## src/rtl/keypad_pkg.sv

```systemverilog
// Shared types and helpers for the 4x4 keypad scanner: scan-result and
// debounce-state enums, row strobe patterns and the row/column to key-code map.
package keypad_pkg;

  typedef enum logic [1:0] {
    RES_NONE,
    RES_KEY,
    RES_MULTI
  } scan_kind_e;

  typedef enum logic [1:0] {
    ST_IDLE,
    ST_PRESS_PEND,
    ST_HELD,
    ST_REL_PEND
  } key_state_e;

  typedef struct packed {
    scan_kind_e kind;
    logic [3:0] code;
  } scan_result_t;

  localparam logic [3:0] ROW0_STROBE = 4'b1110;
  localparam logic [3:0] ROW1_STROBE = 4'b1101;
  localparam logic [3:0] ROW2_STROBE = 4'b1011;
  localparam logic [3:0] ROW3_STROBE = 4'b0111;

  function automatic logic [3:0] row_strobe(input logic [1:0] row);
    unique case (row)
      2'd0:    return ROW0_STROBE;
      2'd1:    return ROW1_STROBE;
      2'd2:    return ROW2_STROBE;
      default: return ROW3_STROBE;
    endcase
  endfunction

  // Column index is the position of the low bit in the column sample.
  function automatic logic [3:0] key_map(input logic [1:0] row, input logic [1:0] col);
    unique case ({row, col})
      4'b00_00: return 4'h7;
      4'b00_01: return 4'h4;
      4'b00_10: return 4'h1;
      4'b00_11: return 4'h0;
      4'b01_00: return 4'h8;
      4'b01_01: return 4'h5;
      4'b01_10: return 4'h2;
      4'b01_11: return 4'hA;
      4'b10_00: return 4'h9;
      4'b10_01: return 4'h6;
      4'b10_10: return 4'h3;
      4'b10_11: return 4'hB;
      4'b11_00: return 4'hC;
      4'b11_01: return 4'hD;
      4'b11_10: return 4'hE;
      default:  return 4'hF;
    endcase
  endfunction

endpackage

```

## src/rtl/key_fifo.sv

```systemverilog
// Small synchronous FIFO for confirmed key codes; a push into a full FIFO is
// dropped (unless a pop frees a slot that cycle) and reported one cycle later.
module key_fifo #(
  parameter int DEPTH = 4,
  parameter int WIDTH = 4
) (
  input  logic             clk,
  input  logic             reset,
  input  logic             push_i,
  input  logic [WIDTH-1:0] data_i,
  input  logic             pop_i,
  output logic [WIDTH-1:0] data_o,
  output logic             empty_o,
  output logic             full_o,
  output logic             drop_o
);
  localparam int AW = (DEPTH > 1) ? $clog2(DEPTH) : 1;
  localparam logic [AW:0] FULL_COUNT = (AW + 1)'(DEPTH);

  logic [WIDTH-1:0] mem_q [DEPTH];
  logic [AW-1:0]    wr_ptr_q, rd_ptr_q;
  logic [AW:0]      count_q;
  logic             drop_q;
  logic             do_push, do_pop;

  assign empty_o = (count_q == '0);
  assign full_o  = (count_q == FULL_COUNT);
  assign do_pop  = pop_i && !empty_o;
  assign do_push = push_i && (!full_o || do_pop);
  assign data_o  = empty_o ? '0 : mem_q[rd_ptr_q];
  assign drop_o  = drop_q;

  always_ff @(posedge clk) begin
    if (reset) begin
      wr_ptr_q <= '0;
      rd_ptr_q <= '0;
      count_q  <= '0;
      drop_q   <= 1'b0;
    end else begin
      if (do_push) wr_ptr_q <= wr_ptr_q + AW'(1);
      if (do_pop)  rd_ptr_q <= rd_ptr_q + AW'(1);
      if (do_push && !do_pop)      count_q <= count_q + (AW + 1)'(1);
      else if (do_pop && !do_push) count_q <= count_q - (AW + 1)'(1);
      drop_q <= push_i && !do_push;
    end
  end

  // NOTE: storage has no reset; occupancy gates every read, so stale entries are never seen.
  always_ff @(posedge clk) begin
    if (do_push) mem_q[wr_ptr_q] <= data_i;
  end

endmodule

```

## src/rtl/keypad_scan_ctrl.sv

```systemverilog
// 4x4 keypad scanner: strobes rows, classifies each full scan, debounces
// press/release across scans and queues one code per confirmed press.
module keypad_scan_ctrl
  import keypad_pkg::*;
#(
  parameter int SETTLE_CYCLES  = 16,
  parameter int DEBOUNCE_SCANS = 4,
  parameter int FIFO_DEPTH     = 4
) (
  input  logic       clk,
  input  logic       reset,
  input  logic [3:0] keypad_col,
  output logic [3:0] keypad_row,
  output logic [3:0] key_code,
  output logic       key_valid,
  input  logic       key_ready,
  output logic       key_held,
  output logic       overflow
);
  localparam int DW = (SETTLE_CYCLES > 1) ? $clog2(SETTLE_CYCLES) : 1;
  localparam int CW = $clog2(DEBOUNCE_SCANS + 1);
  localparam logic [DW-1:0] DWELL_LAST = DW'(SETTLE_CYCLES - 1);
  localparam logic [CW-1:0] DEB_MAX    = CW'(DEBOUNCE_SCANS);

  logic [DW-1:0] dwell_q;
  logic [1:0]    row_q, hit_cnt_q;
  logic          multi_q;
  logic [3:0]    acc_code_q;
  scan_result_t  prev_q, prev_d;
  logic [CW-1:0] deb_cnt_q, deb_cnt_d, deb_next;
  key_state_e    state_q, state_d;
  logic [3:0]    latched_q, latched_d;
  logic          push_q, push_d;

  logic          sample, scan_done, confirmed, key_match, fifo_empty, fifo_full;
  logic [2:0]    zero_cnt;
  logic [1:0]    zero_idx, hits_now;
  logic          multi_now;
  logic [3:0]    code_now;
  scan_result_t  result;

  assign sample     = (dwell_q == DWELL_LAST);
  assign scan_done  = sample && (row_q == 2'd3);
  assign keypad_row = row_strobe(row_q);

  // Fold this row's sample into the running scan; result is meaningful on scan_done.
  always_comb begin
    zero_cnt = '0;
    zero_idx = '0;
    for (int i = 0; i < 4; i++) begin
      if (!keypad_col[i]) begin
        zero_cnt = zero_cnt + 3'd1;
        zero_idx = 2'(i);
      end
    end
    hits_now  = hit_cnt_q;
    multi_now = multi_q || (zero_cnt > 3'd1);
    code_now  = acc_code_q;
    if (zero_cnt == 3'd1) begin
      hits_now = (hit_cnt_q == 2'd2) ? 2'd2 : hit_cnt_q + 2'd1;
      code_now = key_map(row_q, zero_idx);
    end
    result.kind = RES_NONE;
    result.code = 4'h0;
    if (multi_now || hits_now == 2'd2) begin
      result.kind = RES_MULTI;
    end else if (hits_now == 2'd1) begin
      result.kind = RES_KEY;
      result.code = code_now;
    end
  end

  // NOTE: sequential state uses non-blocking assignments so every register samples pre-edge values.
  always_ff @(posedge clk) begin
    if (reset) begin
      dwell_q    <= '0;
      row_q      <= '0;
      hit_cnt_q  <= '0;
      multi_q    <= 1'b0;
      acc_code_q <= '0;
    end else if (sample) begin
      dwell_q <= '0;
      row_q   <= row_q + 2'd1;
      if (scan_done) begin
        hit_cnt_q  <= '0;
        multi_q    <= 1'b0;
        acc_code_q <= '0;
      end else begin
        hit_cnt_q  <= hits_now;
        multi_q    <= multi_now;
        acc_code_q <= code_now;
      end
    end else begin
      dwell_q <= dwell_q + DW'(1);
    end
  end

  // MULTI always restarts the count so a ghost pattern can never confirm.
  assign deb_next  = (result.kind != RES_MULTI && result == prev_q)
                     ? ((deb_cnt_q >= DEB_MAX) ? DEB_MAX : deb_cnt_q + CW'(1))
                     : CW'(1);
  assign confirmed = (deb_next == DEB_MAX);
  assign key_match = (result.kind == RES_KEY) && (result.code == latched_q);

  // NOTE: every always_comb output gets a default first so no path infers a latch.
  always_comb begin
    state_d   = state_q;
    deb_cnt_d = deb_cnt_q;
    prev_d    = prev_q;
    latched_d = latched_q;
    push_d    = 1'b0;
    if (scan_done) begin
      prev_d    = result;
      deb_cnt_d = deb_next;
      unique case (state_q)
        ST_IDLE, ST_PRESS_PEND: begin
          if (result.kind == RES_KEY) begin
            if (confirmed) begin
              state_d   = ST_HELD;
              latched_d = result.code;
              push_d    = 1'b1;
            end else begin
              state_d = ST_PRESS_PEND;
            end
          end else if (result.kind == RES_NONE) begin
            state_d = ST_IDLE;
          end
        end
        ST_HELD: begin
          if (result.kind == RES_NONE) begin
            state_d = confirmed ? ST_IDLE : ST_REL_PEND;
          end else if (result.kind == RES_KEY && !key_match) begin
            state_d = ST_REL_PEND;
          end
        end
        ST_REL_PEND: begin
          if (result.kind == RES_NONE && confirmed) begin
            state_d = ST_IDLE;
          end else if (key_match) begin
            state_d = ST_HELD;
          end else if (result.kind == RES_KEY) begin
            state_d   = ST_PRESS_PEND;
            deb_cnt_d = CW'(1);
          end
        end
      endcase
    end
  end

  always_ff @(posedge clk) begin
    if (reset) begin
      state_q   <= ST_IDLE;
      deb_cnt_q <= '0;
      prev_q    <= '{kind: RES_NONE, code: 4'h0};
      latched_q <= '0;
      push_q    <= 1'b0;
    end else begin
      state_q   <= state_d;
      deb_cnt_q <= deb_cnt_d;
      prev_q    <= prev_d;
      latched_q <= latched_d;
      push_q    <= push_d;
    end
  end

  assign key_held  = (state_q == ST_HELD) || (state_q == ST_REL_PEND);
  assign key_valid = !fifo_empty;

  key_fifo #(
    .DEPTH(FIFO_DEPTH),
    .WIDTH(4)
  ) u_fifo (
    .clk    (clk),
    .reset  (reset),
    .push_i (push_q),
    .data_i (latched_q),
    .pop_i  (key_ready),
    .data_o (key_code),
    .empty_o(fifo_empty),
    .full_o (fifo_full),
    .drop_o (overflow)
  );

  logic unused_full;
  assign unused_full = fifo_full;

endmodule

```

## config.mk

```make
export PLATFORM = sky130hd
export DESIGN_NAME = keypad_scan_ctrl
export DESIGN_NICKNAME = d
export VERILOG_FILES = /design/src/rtl/keypad_pkg.sv /design/src/rtl/key_fifo.sv /design/src/rtl/keypad_scan_ctrl.sv
export SDC_FILE = /design/constraint.sdc
export NUM_CORES = 1
export LEC_CHECK = 0
export CAP_MARGIN = 40
export CORE_ASPECT_RATIO = 1.25
export CORE_MARGIN = 4
export CORE_UTILIZATION = 31
export CTS_BUF_LIST = sky130_fd_sc_hd__clkbuf_8 sky130_fd_sc_hd__clkbuf_16
export DETAILED_ROUTE_END_ITERATION = 10
export PLACE_DENSITY = 0.57
export SLEW_MARGIN = 20
export SYNTH_ARGS = -nofsm -noshare
export SYNTH_HDL_FRONTEND = slang
export SYNTH_SLANG_ARGS = --single-unit
```

## constraint.sdc

```tcl
create_clock -name clk -period 8 [get_ports clk]
set_input_delay 1.2 -clock clk [delete_from_list [all_inputs] [get_ports clk]]
set_output_delay 1.2 -clock clk [all_outputs]
set_load 0.05 [all_outputs]
```

## Word level (Yosys, flattened, before mapping)

Memories as Yosys holds them, arrays and structs flattened. A register that Yosys moved wholly into a read port is not among the register bits.
Index checks and enable logic that the tools add are counted.
W data, S select, Z words.

- Flip-flop bits (word level): 37
- Latch bits: 0
- Bits in writable memories: 16
- Memory bits (read-only): 64
- Input port bits: 7
- Logic and storage cells: 123
- Memories kept: 2

Memories:

| name | words | width | rd ports | clocked after Yosys merged registers in | wr ports | line | text |
|---|---|---|---|---|---|---|---|
| (name not given) | 16 | 4 | 1 | 0 | 0 | keypad_pkg.sv:39 | `unique case ({row, col})` |
| u_fifo.mem_q | 4 | 4 | 1 | 1 | 1 | key_fifo.sv:20 | `logic [WIDTH-1:0] mem_q [DEPTH];` |

- $add $sub $neg: 11
- $mul: 0
- Div/mod/pow operators: 0
- Magnitude comparators: 2
- Eq/ne operators: 20
- Shift-type cells: 0
- Mux-type cells: 41
- Bitwise logic cells: 3
- Reductions and logical operators: 29

Operators by type and width:

| cell | number |
|---|---|
| $mux W2 | 17 |
| $mux W3 | 11 |
| $mux W4 | 4 |
| $add A3 B1 Y3 const B | 5 |
| $eq A2 B2 Y1 const B | 6 |
| $pmux W4 S3 | 1 |
| $logic_and A1 B1 Y1 | 10 |
| $add A2 B1 Y2 const B | 4 |
| $eq A2 B1 Y1 const B | 4 |
| $reduce_and A4 Y1 | 2 |
| $eq A3 B3 Y1 const B | 2 |
| $eq A6 B6 Y1 | 1 |
| $logic_not A2 Y1 | 3 |
| $mux W1 | 6 |
| $ne A3 B3 Y1 const B | 2 |
| $pmux W2 S3 | 1 |
| $logic_not A1 Y1 | 5 |
| $mux W5 | 1 |
| $add A4 B1 Y4 const B | 1 |
| $eq A4 B4 Y1 | 1 |
| $eq A4 B4 Y1 const B | 1 |
| $logic_or A1 B1 Y1 | 4 |
| $ne A4 B4 Y1 const B | 1 |
| $reduce_or A2 Y1 | 2 |
| other kinds (9) | 11 |

## Longest topological paths before layout

- Word-level depth: 19
- Mapped depth: 14

## Modules after synthesis

A second synthesis with hierarchy kept.

- Cells, all modules: 354
- Area, all modules: 3352.0 um^2

By module, submodules not included:

| module | times used | cells an instance | area each (um^2) | sequential area each (um^2) |
|---|---|---|---|---|
| keypad_scan_ctrl | 1 | 279 | 2243.4 | 580.6 |
| key_fifo | 1 | 75 | 1108.6 | 680.7 |

## Worst setup path after synthesis

Ideal clock, no wire load.

- Kind: input port to flip-flop
- Start point: input keypad_col[0]
- End point: register latched_q[3]
- Setup time: 0.070 ns
- Data arrival time: 4.333 ns
- Setup slack: 3.596 ns
- Stages: 14
- Path buffers: 1
- Path through: inv_1 -> ha_1 -> xnor2_1 -> ha_1 -> nor4b_2 -> or4_1 -> buf_6 -> a211oi_2 -> nor4_4 -> o211ai_2 -> nor4_4 -> nand3_4 -> or3_1 -> a21oi_1

- Cells in the longest elaborated chain, start to end: 17
- Elaborated cells between the ends (all ways): 25
- Classes of those cells: 3 x add/sub; 1 x order compare; 7 x eq/ne; 10 x mux; 4 x reduce/logical

Ends and longest elaborated chain:

| item | line | text |
|---|---|---|
| start, declared | keypad_scan_ctrl.sv:12 | `input logic [3:0] keypad_col,` |
| $mux W1 * | keypad_scan_ctrl.sv:51 | `if (!keypad_col[i]) begin` |
| $add A3 B1 Y3 | keypad_scan_ctrl.sv:52 | `zero_cnt = zero_cnt + 3'd1;` |
| $mux W3 * | keypad_scan_ctrl.sv:51 |  |
| $add A3 B1 Y3 | keypad_scan_ctrl.sv:52 |  |
| $mux W3 * | keypad_scan_ctrl.sv:51 |  |
| $add A3 B1 Y3 | keypad_scan_ctrl.sv:52 |  |
| $mux W3 * | keypad_scan_ctrl.sv:51 |  |
| $eq A3 B1 Y1 | keypad_scan_ctrl.sv:59 | `if (zero_cnt == 3'd1) begin` |
| $mux W2 | keypad_scan_ctrl.sv:59 |  |
| $eq A2 B1 Y1 / $eq A2 B2 Y1 (equally long branches) | keypad_scan_ctrl.sv:67, keypad_scan_ctrl.sv:65 |  |
| $mux W5 / $logic_or A1 B1 Y1 (equally long branches) | keypad_scan_ctrl.sv:67, keypad_scan_ctrl.sv:65 |  |
| $mux W4 / $mux W2 (equally long branches) | keypad_scan_ctrl.sv:65 | `if (multi_now \|\| hits_now == 2'd2) begin` |
| $eq A6 B6 Y1 / $ne A2 B2 Y1 (equally long branches) | keypad_scan_ctrl.sv:99 | `assign deb_next = (result.kind != RES_MULTI && result == prev_q)` |
| $logic_and A1 B1 Y1 | keypad_scan_ctrl.sv:99 |  |
| $mux W3 | keypad_scan_ctrl.sv:100 | `? ((deb_cnt_q >= DEB_MAX) ? DEB_MAX : deb_cnt_q + CW'(1))` |
| $eq A3 B3 Y1 | keypad_scan_ctrl.sv:102 | `assign confirmed = (deb_next == DEB_MAX);` |
| $reduce_and A4 Y1 (no source line) | - |  |
| end signal, assigned | keypad_scan_ctrl.sv:161 | `latched_q <= latched_d;` |
| end, declared | keypad_scan_ctrl.sv:32 | `logic [3:0] latched_q, latched_d;` |

Every way passes the cells marked *; elsewhere a longest branch is shown, timed or not.
A chain may end at the register's enable or synchronous reset.

## Final worst setup path

- Start point: input keypad_col[0]
- End point: register deb_cnt_q[2]

- Cells in the longest elaborated chain, start to end: 19
- Elaborated cells between the ends (all ways): 32
- Classes of those cells: 3 x add/sub; 1 x order compare; 8 x eq/ne; 14 x mux; 6 x reduce/logical

Ends and longest elaborated chain:

| item | line | text |
|---|---|---|
| $mux W1 * | keypad_scan_ctrl.sv:51 |  |
| $add A3 B1 Y3 | keypad_scan_ctrl.sv:52 |  |
| $mux W3 * | keypad_scan_ctrl.sv:51 |  |
| $add A3 B1 Y3 | keypad_scan_ctrl.sv:52 |  |
| $mux W3 * | keypad_scan_ctrl.sv:51 |  |
| $add A3 B1 Y3 | keypad_scan_ctrl.sv:52 |  |
| $mux W3 * | keypad_scan_ctrl.sv:51 |  |
| $eq A3 B1 Y1 | keypad_scan_ctrl.sv:59 |  |
| (+3 left out) | - |  |
| $mux W4 / $mux W2 (equally long branches) | keypad_scan_ctrl.sv:65 |  |
| $eq A6 B6 Y1 / $ne A2 B2 Y1 (equally long branches) | keypad_scan_ctrl.sv:99 |  |
| $logic_and A1 B1 Y1 | keypad_scan_ctrl.sv:99 |  |
| $mux W3 | keypad_scan_ctrl.sv:100 |  |
| $eq A3 B3 Y1 / $mux W3 (equally long branches) | keypad_scan_ctrl.sv:102, keypad_scan_ctrl.sv:141 |  |
| $logic_and A1 B1 Y1 / $mux W3 (equally long branches) | keypad_scan_ctrl.sv:137, keypad_scan_ctrl.sv:139 |  |
| $mux W3 | keypad_scan_ctrl.sv:137 | `if (result.kind == RES_NONE && confirmed) begin` |
| $mux W3 * | keypad_scan_ctrl.sv:115 | `unique case (state_q)` |
| end signal, assigned | keypad_scan_ctrl.sv:159 | `deb_cnt_q <= deb_cnt_d;` |
| end, declared | keypad_scan_ctrl.sv:30 | `logic [CW-1:0] deb_cnt_q, deb_cnt_d, deb_next;` |

Marks and branches as above.

==> impl_metrics.csv <==
group,metric,value,unit
status,status,"complete, no violations",
global_route,grt_pass1_wl,12700,µm
synth,yosys_warnings,0,
finish,syn2layout_area_growth,12.5,%
global_route,met2_usage,0.208,
global_route,grt_use_met3,0.0271,
power_and_ir_drop,swShare,0.247,
synth,ys_ff_latch,55,
synth,synth_nets,387,
timing,drv_slew,0,
clocking,cts_setup_buffers,0,
synth,synth_compound_area_frac,0.170,
worst_setup_path,cp-start-kind,"input pin",
finish,drive_above_1_share,0.0921,
synth,syn_avg_cell_area,9.54,µm²
power_and_ir_drop,cellLeakagePower,1.36,nW
power_and_ir_drop,power_frac_clock,0.405,
global_route,use_met1,0.149,
timing,final.setup.tns,0,ns
power_and_ir_drop,p_comb_frac,0.129,
floorplan,die_h,126,µm
clocking,cts_buffers,5,
detailed_routing,wl,7240,µm
placed_design,port_buffers,17,
global_route,grt_pass1_vias,2665,
clocking,cts-root-buf,"clkbuf_16",
timing,rsz0062_at_grt,"no",
worst_setup_path,cp-end-kind,"register",
synth,synth_top_area_frac,0.227,
flow_run,maxCapViolations,0,
finish,instances_no_fill,501,
finish,fillers,1122,
synth,synth_top_area_cell,"dfxtp_1",
synth,synth_edf_count,16,
floorplan,initial_core_util,0.320,
worst_setup_path,cp.arrival,5.41,ns
synth,synth.cell_area,3430,µm²
synth,seq_area_frac_synth,0.367,
timing,finClkSkew,0.00535,ns
synth,synth_area_leaders,"dfxtp_1 23%, edfxtp_1 14%, ha_1 6.9%",
timing,fin_crit_sh,0.650,
power_and_ir_drop,p_per_area,160,nW/µm²
floorplan,die_w,102,µm
detailed_routing,via_count,2633,
detailed_routing,via_per_inst,5.26,
power_and_ir_drop,p_int,0.000464,W
timing,relSlewSlack,0.541,
synth,post_synth_and_or_nand_nor_area_fraction,0.250,
timing,tightest_slew,0.687,ns
placed_design,finalWeightedCongestion,0.806,
clocking,htree_levels,2,
synth,synth_top_family_by_area,"simple AND/OR/NAND/NOR gates",
synth,synth_xor_area_frac,0.0455,
detailed_routing,drt_first_pass_iters,4,
finish,antenna_cells,0,
detailed_routing,ant_nets,0,
global_route,grt.total_usage,0.121,
floorplan,dieArea,12800,µm²
clocking,clock_latency,0.29,ns
clocking,cts_tree,"done",
power_and_ir_drop,seq_power_share,0.466,
worst_setup_path,cp_max_fo,11,
timing,fin_crit,5.20,ns
synth,synth.area.mux_share,0.0437,
finish,seq_area,1260,µm²
global_route,overflow,0,
timing,final-setup-viol-count,0,
placed_design,post-dp-hpwl,5350,µm
worst_setup_path,cp.required,8.21,ns
power_and_ir_drop,peakVddDrop,0.0739,mV
synth,netlist_instances,360,
floorplan,io_pins,18,
worst_setup_path,worstSetupPathType,"in -> reg",
global_route,antenna_found_initial,0,
global_route,grt.busiest_layer,"met2",
synth,synth_flop_cell,"dfxtp_1",
floorplan,core,10700,µm²
synth,synthArstFlopShare,0,
synth,synthAdderAreaFrac,0.0780,
floorplan,rows,42,
detailed_routing,drt_iter0_markers,152,
clocking,hold_buffers,0,
timing,hold_viol_final,0,
clocking,ctsLongestPathBuffers,2,
placed_design,placed_cells,493,
power_and_ir_drop,p_sw,0.000152,W
detailed_routing,post-route-drc-count,0,
clocking,clk_pin_slew_worst_paths,0.07,ns
finish,nets,395,
synth,synth_cell_types,73,
timing,fmax,192,MHz
clocking,clkSinkCount,55,
detailed_routing,wl_per_cell,14.5,µm
min_path,hp-class,"reg -> reg",
global_route,grt_max_degree,40,
clocking,postCtsResizedCells,0,
finish,multi_input_comb_area,2020,µm²
-- stage by stage --
stage               instance area [µm²]  utilization  hold slack (ns)  worst slack, ns  total power, W
global route                       3860        0.360            0.506             2.47        0.000645
finish                             3860        0.360            0.482             2.80        0.000616
global placement                   3700        0.345            0.460             2.57        0.000372
CTS                                3860        0.360            0.485             2.80        0.000622
floorplan                          3430            -            0.446             3.60        0.000359
detailed placement                 3700        0.345            0.471             2.50        0.000373
-- critical path, stage by stage --
cell             delay [ns]
clkdlybuf4s50_1        0.48
inv_1                  0.06
ha_1                   0.41
xnor2_1                0.17
ha_1                   0.36
nor4b_2                0.40
nor4_4                 0.13
nor2_1                 0.57
and3_1                 0.28
o211ai_2               0.12
nor4_4                 0.50
a21boi_0               0.45
nor2_1                 0.08
a211oi_1               0.21
-- final timing paths --
| kind | start | end | slack [ns] | cells past startpoint |
|---|---|---|---|---|
| max | keypad_col[0] | deb_cnt_q[2] | 2.80 | 14 |
| min | deb_cnt_q[1] | deb_cnt_q[1] | 0.48 | 2 |
| max reg2reg | hit_cnt_q[0] | deb_cnt_q[2] | 4.74 | 11 |
| min reg2reg | deb_cnt_q[1] | deb_cnt_q[1] | 0.48 | 2 |
-- cell type report --
type,instances,area share
Clock inverter,3,0.0110
Multi-Input combinational cell,268,0.522
Inverter,20,0.0194
Sequential cell,55,0.326
Clock buffer,5,0.0324
Tap cell,132,0.0427
Timing Repair Buffer,18,0.0460
-- cell usage in the layout, fill, tap and decap left out, types with 3 or more instances in the layout --
cell             count
nand2_1             22
nor3_1               9
nand3_1              5
a31oi_1              5
nor4_4               3
mux2i_1              6
nand2b_1             4
o22ai_1              3
o21ai_0             12
nor4b_1              3
inv_1               21
clkdlybuf4s50_1     17
ha_1                19
and2_1              10
a22oi_1              5
mux4_2               4
dfxtp_1             39
a21oi_1             21
edfxtp_1            16
nor2b_1              8
a21boi_0             3
a211oi_1             6
nor3b_1              4
xnor2_1              6
or3_1                5
and3_1               8
xor2_1               5
nor2_1              38
clkbuf_16            5
o31ai_1              3
-- cells by family (layout without fill, tap and decap cells) --
group | count (synthesis) | count (layout)
AO/OA/AOI/OAI | 83 | 83
multiplexers | 10 | 10
adder cells (fa/ha/maj) | 21 | 21
AND/OR/NAND/NOR | 140 | 140
buffers and inverters | 37 | 46
XOR/XNOR | 14 | 14
flip-flops | 55 | 55
-- per-layer routing --
| metal | part of all wire | up-vias |
|---|---|---|
| met5 | 0 | - |
| met2 | 0.50 | 54 |
| met3 | 0.035 | 10 |
| met4 | 0.014 | 0 |
| met1 | 0.45 | 1250 |
| li1 | - | 1319 |
-- state kept, by name, summed over array words and instances (netlist names), 3 cells and up, named ones only --
register,flops
deb_cnt_q,3
acc_code_q,4
prev_q,6
u_fifo.mem_q,16
dwell_q,4
u_fifo.count_q,3
latched_q,4
-- synth_stat cells, types with 4 or more instances --
library cell / n
nor2_1: 38
or3_1: 5
a22oi_1: 5
a21oi_1: 21
o21ai_0: 12
nand2b_1: 4
a211oi_1: 6
ha_1: 19
nor2b_1: 8
mux4_2: 4
edfxtp_1: 16
inv_1: 20
mux2i_1: 6
and2_1: 10
nor3_1: 9
dfxtp_1: 39
nand3_1: 5
clkbuf_1: 10
xnor2_1: 6
nor3b_1: 4
nand2_1: 22
and3_1: 8
xor2_1: 5
a31oi_1: 5
-- power by group through the flow --
| stage | registers [W] | logic (W) | clock network (W) |
|---|---|---|---|
| 2_1_floorplan | 0.000293 | 0.0000653 | 0 |
| 3_3_place_gp | 0.000293 | 0.0000785 | 0 |
| 3_5_place_dp | 0.000294 | 0.0000792 | 0 |
| 4_1_cts | 0.000287 | 0.0000795 | 0.000256 |
| 5_1_grt | 0.000287 | 0.0000876 | 0.000270 |
| 6_report | 0.000287 | 0.0000795 | 0.000250 |
(Power assumes the default switching activity.)
